--- src/rtl/sha256_ctrl_if.sv ---
// sha256_ctrl_if: handshake and strobe bundle between the SHA-256 sequencing
// controller (slave side) and the padding front end / round datapath (master side).
interface sha256_ctrl_if #(
  parameter int DW = 32,
  parameter int RW = 6
);
  // Message block input handshake
  logic          blk_valid_i;
  logic          blk_ready_o;
  logic [DW-1:0] blk_word_i;
  logic          blk_first_i;
  logic          blk_last_i;

  // Schedule load strobes
  logic          w_load_o;
  logic [DW-1:0] w_word_o;
  logic [3:0]    word_idx_o;

  // Compression datapath strobes
  logic          state_init_o;
  logic          state_copy_o;
  logic          round_en_o;
  logic [RW-1:0] round_idx_o;
  logic          w_expand_o;
  logic [DW-1:0] k_o;
  logic          hash_update_o;

  // Digest handshake and status
  logic          digest_valid_o;
  logic          digest_ready_i;
  logic          busy_o;

  modport slave (
    input  blk_valid_i, blk_word_i, blk_first_i, blk_last_i, digest_ready_i,
    output blk_ready_o, w_load_o, w_word_o, word_idx_o, state_init_o,
           state_copy_o, round_en_o, round_idx_o, w_expand_o, k_o,
           hash_update_o, digest_valid_o, busy_o
  );

  modport master (
    output blk_valid_i, blk_word_i, blk_first_i, blk_last_i, digest_ready_i,
    input  blk_ready_o, w_load_o, w_word_o, word_idx_o, state_init_o,
           state_copy_o, round_en_o, round_idx_o, w_expand_o, k_o,
           hash_update_o, digest_valid_o, busy_o
  );
endinterface

--- src/rtl/sha256_ctrl.sv ---
// sha256_ctrl: sequencing controller for the SHA-256 compression datapath.
// Loads 16 word-serial message words, then walks COPY -> 64 rounds -> UPDATE,
// and presents a digest handshake after the last block of a message.
// Optional feature macro: SHA256_CTRL_KROM_EN (built-in K constant ROM;
// requires ROUNDS == 64). Without it k_o is tied to zero.
module sha256_ctrl #(
  parameter int DW     = 32,
  parameter int NWORDS = 16,
  parameter int ROUNDS = 64
) (
  input  logic            clk_i,
  input  logic            rst_i,
  sha256_ctrl_if.slave    bus
);

  localparam int RW = $clog2(ROUNDS);
  localparam logic [RW-1:0] LAST_WORD  = RW'(NWORDS - 1);
  localparam logic [RW-1:0] LAST_ROUND = RW'(ROUNDS - 1);
  localparam logic [RW-1:0] FIRST_EXP  = RW'(NWORDS);

  typedef enum logic [2:0] {
    S_IDLE   = 3'd0,
    S_LOAD   = 3'd1,
    S_COPY   = 3'd2,
    S_ROUND  = 3'd3,
    S_UPDATE = 3'd4,
    S_DONE   = 3'd5
  } state_t;

  state_t        r_state;
  state_t        w_state_nxt;
  logic [RW-1:0] r_cnt;        // word count in LOAD, round count in ROUND
  logic [RW-1:0] w_cnt_nxt;
  logic          r_last;       // latched last-block flag of the current block
  logic          w_last_nxt;

  logic          w_ready;
  logic          w_accept;
  logic          w_load;
  logic [3:0]    w_word_idx;
  logic          w_init;
  logic          w_round;

  // Ready only while collecting words; held low while reset is asserted.
  assign w_ready  = rst_i & ((r_state == S_IDLE) | (r_state == S_LOAD));
  assign w_accept = bus.blk_valid_i & w_ready;

  // State, counter and flag register with asynchronous clear.
  always_ff @(posedge clk_i or negedge rst_i) begin
    if (!rst_i) begin
      r_state <= S_IDLE;
      r_cnt   <= '0;
      r_last  <= 1'b0;
    end else begin
      r_state <= w_state_nxt;
      r_cnt   <= w_cnt_nxt;
      r_last  <= w_last_nxt;
    end
  end

  // Next-state logic plus the accept-driven load strobes.
  always_comb begin
    w_state_nxt = r_state;
    w_cnt_nxt   = r_cnt;
    w_last_nxt  = r_last;
    w_load      = 1'b0;
    w_word_idx  = 4'd0;
    w_init      = 1'b0;
    case (r_state)
      S_IDLE: begin
        if (w_accept) begin
          // Word 0: first/last are only meaningful here.
          w_load      = 1'b1;
          w_init      = bus.blk_first_i;
          w_last_nxt  = bus.blk_last_i;
          w_cnt_nxt   = RW'(1);
          w_state_nxt = S_LOAD;
        end else begin
          w_state_nxt = S_IDLE;
        end
      end
      S_LOAD: begin
        if (w_accept) begin
          w_load     = 1'b1;
          w_word_idx = r_cnt[3:0];
          if (r_cnt == LAST_WORD) begin
            w_cnt_nxt   = '0;
            w_state_nxt = S_COPY;
          end else begin
            w_cnt_nxt   = r_cnt + RW'(1);
          end
        end else begin
          w_state_nxt = S_LOAD;
        end
      end
      S_COPY: begin
        w_cnt_nxt   = '0;
        w_state_nxt = S_ROUND;
      end
      S_ROUND: begin
        if (r_cnt == LAST_ROUND) begin
          w_cnt_nxt   = '0;
          w_state_nxt = S_UPDATE;
        end else begin
          w_cnt_nxt   = r_cnt + RW'(1);
        end
      end
      S_UPDATE: begin
        if (r_last) begin
          w_state_nxt = S_DONE;
        end else begin
          // Mid-message block finished: ready for the next block.
          w_last_nxt  = 1'b0;
          w_state_nxt = S_IDLE;
        end
      end
      S_DONE: begin
        if (bus.digest_ready_i) begin
          w_last_nxt  = 1'b0;
          w_state_nxt = S_IDLE;
        end else begin
          w_state_nxt = S_DONE;
        end
      end
      default: begin
        w_state_nxt = S_IDLE;
        w_cnt_nxt   = '0;
        w_last_nxt  = 1'b0;
      end
    endcase
  end

  assign w_round = (r_state == S_ROUND);

  // Load path: combinational from the accept.
  assign bus.blk_ready_o    = w_ready;
  assign bus.w_load_o       = w_load;
  assign bus.w_word_o       = bus.blk_word_i;
  assign bus.word_idx_o     = w_word_idx;
  assign bus.state_init_o   = w_init;

  // Compute strobes: pure decodes of registered state.
  assign bus.state_copy_o   = (r_state == S_COPY);
  assign bus.round_en_o     = w_round;
  assign bus.round_idx_o    = w_round ? r_cnt : '0;
  assign bus.w_expand_o     = w_round & (r_cnt >= FIRST_EXP);
  assign bus.hash_update_o  = (r_state == S_UPDATE);
  assign bus.digest_valid_o = (r_state == S_DONE);
  assign bus.busy_o         = (r_state != S_IDLE);

`ifdef SHA256_CTRL_KROM_EN
  // FIPS 180-4 round constants K[0..63].
  function automatic logic [31:0] k_lookup(input logic [5:0] idx);
    logic [31:0] k;
    case (idx)
      6'd0:  k = 32'h428a2f98;  6'd1:  k = 32'h71374491;  6'd2:  k = 32'hb5c0fbcf;  6'd3:  k = 32'he9b5dba5;
      6'd4:  k = 32'h3956c25b;  6'd5:  k = 32'h59f111f1;  6'd6:  k = 32'h923f82a4;  6'd7:  k = 32'hab1c5ed5;
      6'd8:  k = 32'hd807aa98;  6'd9:  k = 32'h12835b01;  6'd10: k = 32'h243185be;  6'd11: k = 32'h550c7dc3;
      6'd12: k = 32'h72be5d74;  6'd13: k = 32'h80deb1fe;  6'd14: k = 32'h9bdc06a7;  6'd15: k = 32'hc19bf174;
      6'd16: k = 32'he49b69c1;  6'd17: k = 32'hefbe4786;  6'd18: k = 32'h0fc19dc6;  6'd19: k = 32'h240ca1cc;
      6'd20: k = 32'h2de92c6f;  6'd21: k = 32'h4a7484aa;  6'd22: k = 32'h5cb0a9dc;  6'd23: k = 32'h76f988da;
      6'd24: k = 32'h983e5152;  6'd25: k = 32'ha831c66d;  6'd26: k = 32'hb00327c8;  6'd27: k = 32'hbf597fc7;
      6'd28: k = 32'hc6e00bf3;  6'd29: k = 32'hd5a79147;  6'd30: k = 32'h06ca6351;  6'd31: k = 32'h14292967;
      6'd32: k = 32'h27b70a85;  6'd33: k = 32'h2e1b2138;  6'd34: k = 32'h4d2c6dfc;  6'd35: k = 32'h53380d13;
      6'd36: k = 32'h650a7354;  6'd37: k = 32'h766a0abb;  6'd38: k = 32'h81c2c92e;  6'd39: k = 32'h92722c85;
      6'd40: k = 32'ha2bfe8a1;  6'd41: k = 32'ha81a664b;  6'd42: k = 32'hc24b8b70;  6'd43: k = 32'hc76c51a3;
      6'd44: k = 32'hd192e819;  6'd45: k = 32'hd6990624;  6'd46: k = 32'hf40e3585;  6'd47: k = 32'h106aa070;
      6'd48: k = 32'h19a4c116;  6'd49: k = 32'h1e376c08;  6'd50: k = 32'h2748774c;  6'd51: k = 32'h34b0bcb5;
      6'd52: k = 32'h391c0cb3;  6'd53: k = 32'h4ed8aa4a;  6'd54: k = 32'h5b9cca4f;  6'd55: k = 32'h682e6ff3;
      6'd56: k = 32'h748f82ee;  6'd57: k = 32'h78a5636f;  6'd58: k = 32'h84c87814;  6'd59: k = 32'h8cc70208;
      6'd60: k = 32'h90befffa;  6'd61: k = 32'ha4506ceb;  6'd62: k = 32'hbef9a3f7;  6'd63: k = 32'hc67178f2;
      default: k = 32'h00000000;
    endcase
    return k;
  endfunction

  // The ROM is indexed by the round counter and only drives k_o during ROUND.
  assign bus.k_o = w_round ? DW'(k_lookup(r_cnt)) : '0;
`else
  // No ROM: the datapath supplies K itself.
  assign bus.k_o = '0;
`endif

endmodule
--- src/flat_wrapper.sv ---
// flat-port wrapper written by rule: the top's interface ports become plain ports
module sha256_ctrl_flat 
#(
  parameter int DW     = 32,
  parameter int NWORDS = 16,
  parameter int ROUNDS = 64
)
  (clk_i, rst_i, bus_blk_valid_i, bus_blk_word_i, bus_blk_first_i, bus_blk_last_i, bus_digest_ready_i, bus_blk_ready_o, bus_w_load_o, bus_w_word_o, bus_word_idx_o, bus_state_init_o, bus_state_copy_o, bus_round_en_o, bus_round_idx_o, bus_w_expand_o, bus_k_o, bus_hash_update_o, bus_digest_valid_o, bus_busy_o);
  sha256_ctrl_if #(.DW(DW)) bus_i ();
  input  logic clk_i;
  input  logic rst_i;
  input wire logic [$bits(bus_i.blk_valid_i)-1:0] bus_blk_valid_i;
  input wire logic [$bits(bus_i.blk_word_i)-1:0] bus_blk_word_i;
  input wire logic [$bits(bus_i.blk_first_i)-1:0] bus_blk_first_i;
  input wire logic [$bits(bus_i.blk_last_i)-1:0] bus_blk_last_i;
  input wire logic [$bits(bus_i.digest_ready_i)-1:0] bus_digest_ready_i;
  output wire logic [$bits(bus_i.blk_ready_o)-1:0] bus_blk_ready_o;
  output wire logic [$bits(bus_i.w_load_o)-1:0] bus_w_load_o;
  output wire logic [$bits(bus_i.w_word_o)-1:0] bus_w_word_o;
  output wire logic [$bits(bus_i.word_idx_o)-1:0] bus_word_idx_o;
  output wire logic [$bits(bus_i.state_init_o)-1:0] bus_state_init_o;
  output wire logic [$bits(bus_i.state_copy_o)-1:0] bus_state_copy_o;
  output wire logic [$bits(bus_i.round_en_o)-1:0] bus_round_en_o;
  output wire logic [$bits(bus_i.round_idx_o)-1:0] bus_round_idx_o;
  output wire logic [$bits(bus_i.w_expand_o)-1:0] bus_w_expand_o;
  output wire logic [$bits(bus_i.k_o)-1:0] bus_k_o;
  output wire logic [$bits(bus_i.hash_update_o)-1:0] bus_hash_update_o;
  output wire logic [$bits(bus_i.digest_valid_o)-1:0] bus_digest_valid_o;
  output wire logic [$bits(bus_i.busy_o)-1:0] bus_busy_o;
  assign bus_i.blk_valid_i = bus_blk_valid_i;
  assign bus_i.blk_word_i = bus_blk_word_i;
  assign bus_i.blk_first_i = bus_blk_first_i;
  assign bus_i.blk_last_i = bus_blk_last_i;
  assign bus_i.digest_ready_i = bus_digest_ready_i;
  assign bus_blk_ready_o = bus_i.blk_ready_o;
  assign bus_w_load_o = bus_i.w_load_o;
  assign bus_w_word_o = bus_i.w_word_o;
  assign bus_word_idx_o = bus_i.word_idx_o;
  assign bus_state_init_o = bus_i.state_init_o;
  assign bus_state_copy_o = bus_i.state_copy_o;
  assign bus_round_en_o = bus_i.round_en_o;
  assign bus_round_idx_o = bus_i.round_idx_o;
  assign bus_w_expand_o = bus_i.w_expand_o;
  assign bus_k_o = bus_i.k_o;
  assign bus_hash_update_o = bus_i.hash_update_o;
  assign bus_digest_valid_o = bus_i.digest_valid_o;
  assign bus_busy_o = bus_i.busy_o;
  sha256_ctrl #(.DW(DW), .NWORDS(NWORDS), .ROUNDS(ROUNDS)) u_core (.clk_i(clk_i), .rst_i(rst_i), .bus(bus_i));
endmodule
--- config.mk ---
export PLATFORM = sky130hd
export DESIGN_NAME = sha256_ctrl_flat
export DESIGN_NICKNAME = d
export VERILOG_FILES = /design/src/rtl/sha256_ctrl_if.sv /design/src/rtl/sha256_ctrl.sv /design/src/flat_wrapper.sv
export SDC_FILE = /design/constraint.sdc
export NUM_CORES = 1
export LEC_CHECK = 0
export ABC_AREA = 1
export CORE_ASPECT_RATIO = 1.75
export CORE_UTILIZATION = 32
export DETAILED_ROUTE_END_ITERATION = 8
export GPL_ROUTABILITY_DRIVEN = 0
export PLACE_DENSITY_LB_ADDON = 0.1
export SYNTH_ARGS = -nofsm -noshare
export SYNTH_HDL_FRONTEND = slang
export SYNTH_SLANG_ARGS = --single-unit
export TNS_END_PERCENT = 1
--- constraint.sdc ---
create_clock -name clk_i -period 2.1 [get_ports clk_i]
set_input_delay 0.525 -clock clk_i [delete_from_list [all_inputs] [get_ports clk_i]]
set_output_delay 0.525 -clock clk_i [all_outputs]
set_load 0.03 [all_outputs]
==> results of run 1 <==
layout by cell type (no fill, tap or decap), types with 2 or more instances in the layout:
cell and count:
nand2_1 41, nand2_2 2, conb_1 32, nor2_2 5, inv_1 15, buf_4 27
o21ai_1 2, clkbuf_8 3, nor2_1 17, nor3_1 5, inv_2 3, a21oi_1 3
o21ai_0 5, dlygate4sd2_1 5, dfrtp_1 10, nand3_1 6, clkdlybuf4s50_1 4
kinds of logic (layout without fill, tap and decap cells):
kind of cell,after synthesis,in the layout,share of synthesized area [%]
AO/OA/AOI/OAI,12,12,5.397
flip-flops,10,10,20.37
AND/OR/NAND/NOR,80,80,27.60
adder cells (fa/ha/maj),1,1,1.018
other,1,32,0.3052
XOR/XNOR,1,1,0.7130
buffers and inverters,82,58,44.60
critical path, stage by stage:
cell and delay [ns]:
clkdlybuf4s50_1 0.52, nand2_2 0.12, nor3_1 0.15, buf_4 0.19
routing by layer:
layer	vias to the layer above	global-route usage [%]	wire length, um
met4	0	8.289	51
li1	494	-	-
met3	12	1.457	128
met5	-	0	0
met2	42	24.49	1397
met1	441	13.08	919
power by group through the flow:
stage	sequential, W	clock (W)	combinational (W)
finish	0.000195	0.000199	0.0000967
CTS	0.000195	0.000206	0.0000963
floorplan	0.000198	0	0.000237
detailed placement	0.000198	0	0.0000966
global route	0.000194	0.000222	0.000102
global placement	0.000198	0	0.0000966
cell type report:
type                            instances  area, sq um
Sequential cell                        10        250.2
Tap cell                               46        57.56
Clock buffer                            3        41.29
Inverter                               18        67.56
Multi-Input combinational cell        126        559.3
Fill cell                             440         2390
Timing Repair Buffer                   37        299.0
flip-flops by register name, indices dropped and copies added, names as in the netlist:
signal	count
u_core.r_last	1
u_core.r_cnt	6
u_core.r_state	3
metrics by stage:
stage               instances  utilization [%]  setup WS [ns]  instance area, sq um  hold slack [ns]
floorplan                 218                -        -0.2167                  1345           0.2294
global placement          237            33.42        -0.1563                  1225           0.4580
detailed placement        237            33.42        -0.1749                  1225           0.4665
CTS                       240            34.52       0.001644                  1265           0.4409
global route              240            34.79       -0.02317                  1275           0.4309
finish                    240            34.79        0.06353                  1275           0.4306
timing repair:
item                                    in CTS  in global routing
endpoints found under the setup margin      10                  7
buffers inserted                             0                  0
gates resized for setup                      6                  4
worst max path at each step:
| stage | startpoint | endpoint | slack [ns] | depth (start not counted) |
|---|---|---|---|---|
| final | bus_blk_valid_i | bus_word_idx_o[1] | 0.06 | 4 |
| after CTS | u_core.r_state[0] | bus_busy_o | 0.002 | 3 |
| after floorplan | rst_i | bus_word_idx_o[0] | -0.22 | 4 |
| after detailed placement | rst_i | bus_word_idx_o[1] | -0.17 | 6 |
| after global routing | bus_blk_valid_i | bus_word_idx_o[1] | -0.02 | 4 |
| after global placement | rst_i | bus_word_idx_o[3] | -0.16 | 6 |
==> run summary, run 1 <==
Clocking
• Num CTS Buffers: 3
• register clock-pin slew on the reported worst setup and hold paths: 0.05 ns
• Max H-tree Level: 1
• total number of clock tree sinks: 10
• TritonCTS clock tree: built
• CTS Hold Buffers Added: 0
• insertion delay to the later sink of the worst-skew pair: 0.23 ns
• Clock Path Buffers: 2
• clock root buffer: clkbuf_8

Power
• PD cells: 384.3 mW/mm^2
• power after layout: 0.0004899 W
• static leakage: 0.7207 nW
• internal power summed over all cells: 0.0003315 W
• worst voltage drop across the vdd grid: 0.2195 mV
• switching portion of total power: 32.34%
• power dissipated by switching net loads: 0.0001584 W
• part of the total power dissipated in combinational logic: 19.7%
• proportion of power drawn by the clock network: 40.5%
• sequential power share: 39.7%

Setup path
• endpoint of the worst-slack reg-to-reg timing path: u_core.r_cnt[5]
• worst-path maximum fanout: 6
• CP Launch Type: primary input
• startpoint of the most critical register-to-register path: u_core.r_cnt[0]
• Worst Setup Path Type: in -> out
• data arrival time of the critical path: 1.51 ns
• data required time at the worst endpoint: 1.57 ns
• capturing element type of the critical path: output port
• register-to-register setup slack: 0.52 ns
• worst-case reg-to-reg path depth: 8

Timing
• period utilization: 96.97%
• Setup TNS Final: 0 ns
• Slew Limit Fails: 0
• min cycle time layout: 2.036 ns
• setup repair after global routing missed its margin: yes
• Setup Skew: 0.001493 ns
• # setup viols final: 0
• final hold violations: 0
• timing-limited maximum frequency: 491.0 MHz

Yosys
• Post-Synthesis Cells: 187
• most frequent cell after synthesis: buf_4
• area share of the leading cell type in the synthesized netlist: 39.10%
• sequential-to-total area share from yosys stat: 20.37%
• Main synth FF type: dfrtp_1
• top post-synthesis cells by area: buf_4, dfrtp_1, nand2_1
• Post-Synthesis Mean Instance Area: 6.570 sq um
• cell accounting for the most synthesized area: buf_4
• Yosys reg bits: 10
• number of distinct library cells after synthesis: 21
• number of enable-type register cells in the synthesized netlist: 0
• YS warnings: 0
• synth cell count leaders: buf_4, nand2_1, nor2_1
• Async S/R FF share, synth: 100.0%
• Cell Area, Synth: 0.001229 sq mm

Route
• Routed wire per std cell: 10.40 um
• detail-routed via count per cell: 4.121
• number of DRC violations after detailed-routing iteration 0: 9
• remaining routing DRC violations: 0
• number of iterations in the first detailed-routing pass: 4
• wire length reported by the detailed router: 2.496 mm
• number of vias in the routed layout: 989
• number of nets with antenna violations after routing: 0

Floorplanning
• die outline area: 0.004101 sq mm
• die extent in y: 83.97 um
• floorplan die width: 48.84 um
• FP Rows: 29
• core area: 0.003665 sq mm
• Initial Utilization: 33.53%
• count of boundary I/O pins: 121

Global route
• Total Routing Usage GR: 13.05%
• pin count of the biggest net entering global routing: 11
• vias in the first global route: 934
• global-route wire length before repair: 4.140 mm
• initial antenna violation count: 0
• remaining global-route overflow: 0

Place
• HPWL reported at the end of detailed placement: 2.085 mm
• PortBufs: 24

Final layout
• Diodes inserted: 0
• area growth from synthesis to layout: 3.768%
• post-layout net count: 235
• share of cells above drive strength 1: 22.16%

Flow run
• number of maximum-capacitance violations: 0

Worst hold path
• Worst Hold Class: in -> async

Status
• result of the run: finished clean

Note: power is estimated with default switching activity, not from simulation.
==> run 2, diff against run 1 <==
CTS_CLUSTER_DIAMETER = 150   (was unset)
SLEW_MARGIN = 20   (was unset)
==> results of run 2 <==
No change in the layout: final DEF, timing and power equal those of run 1.
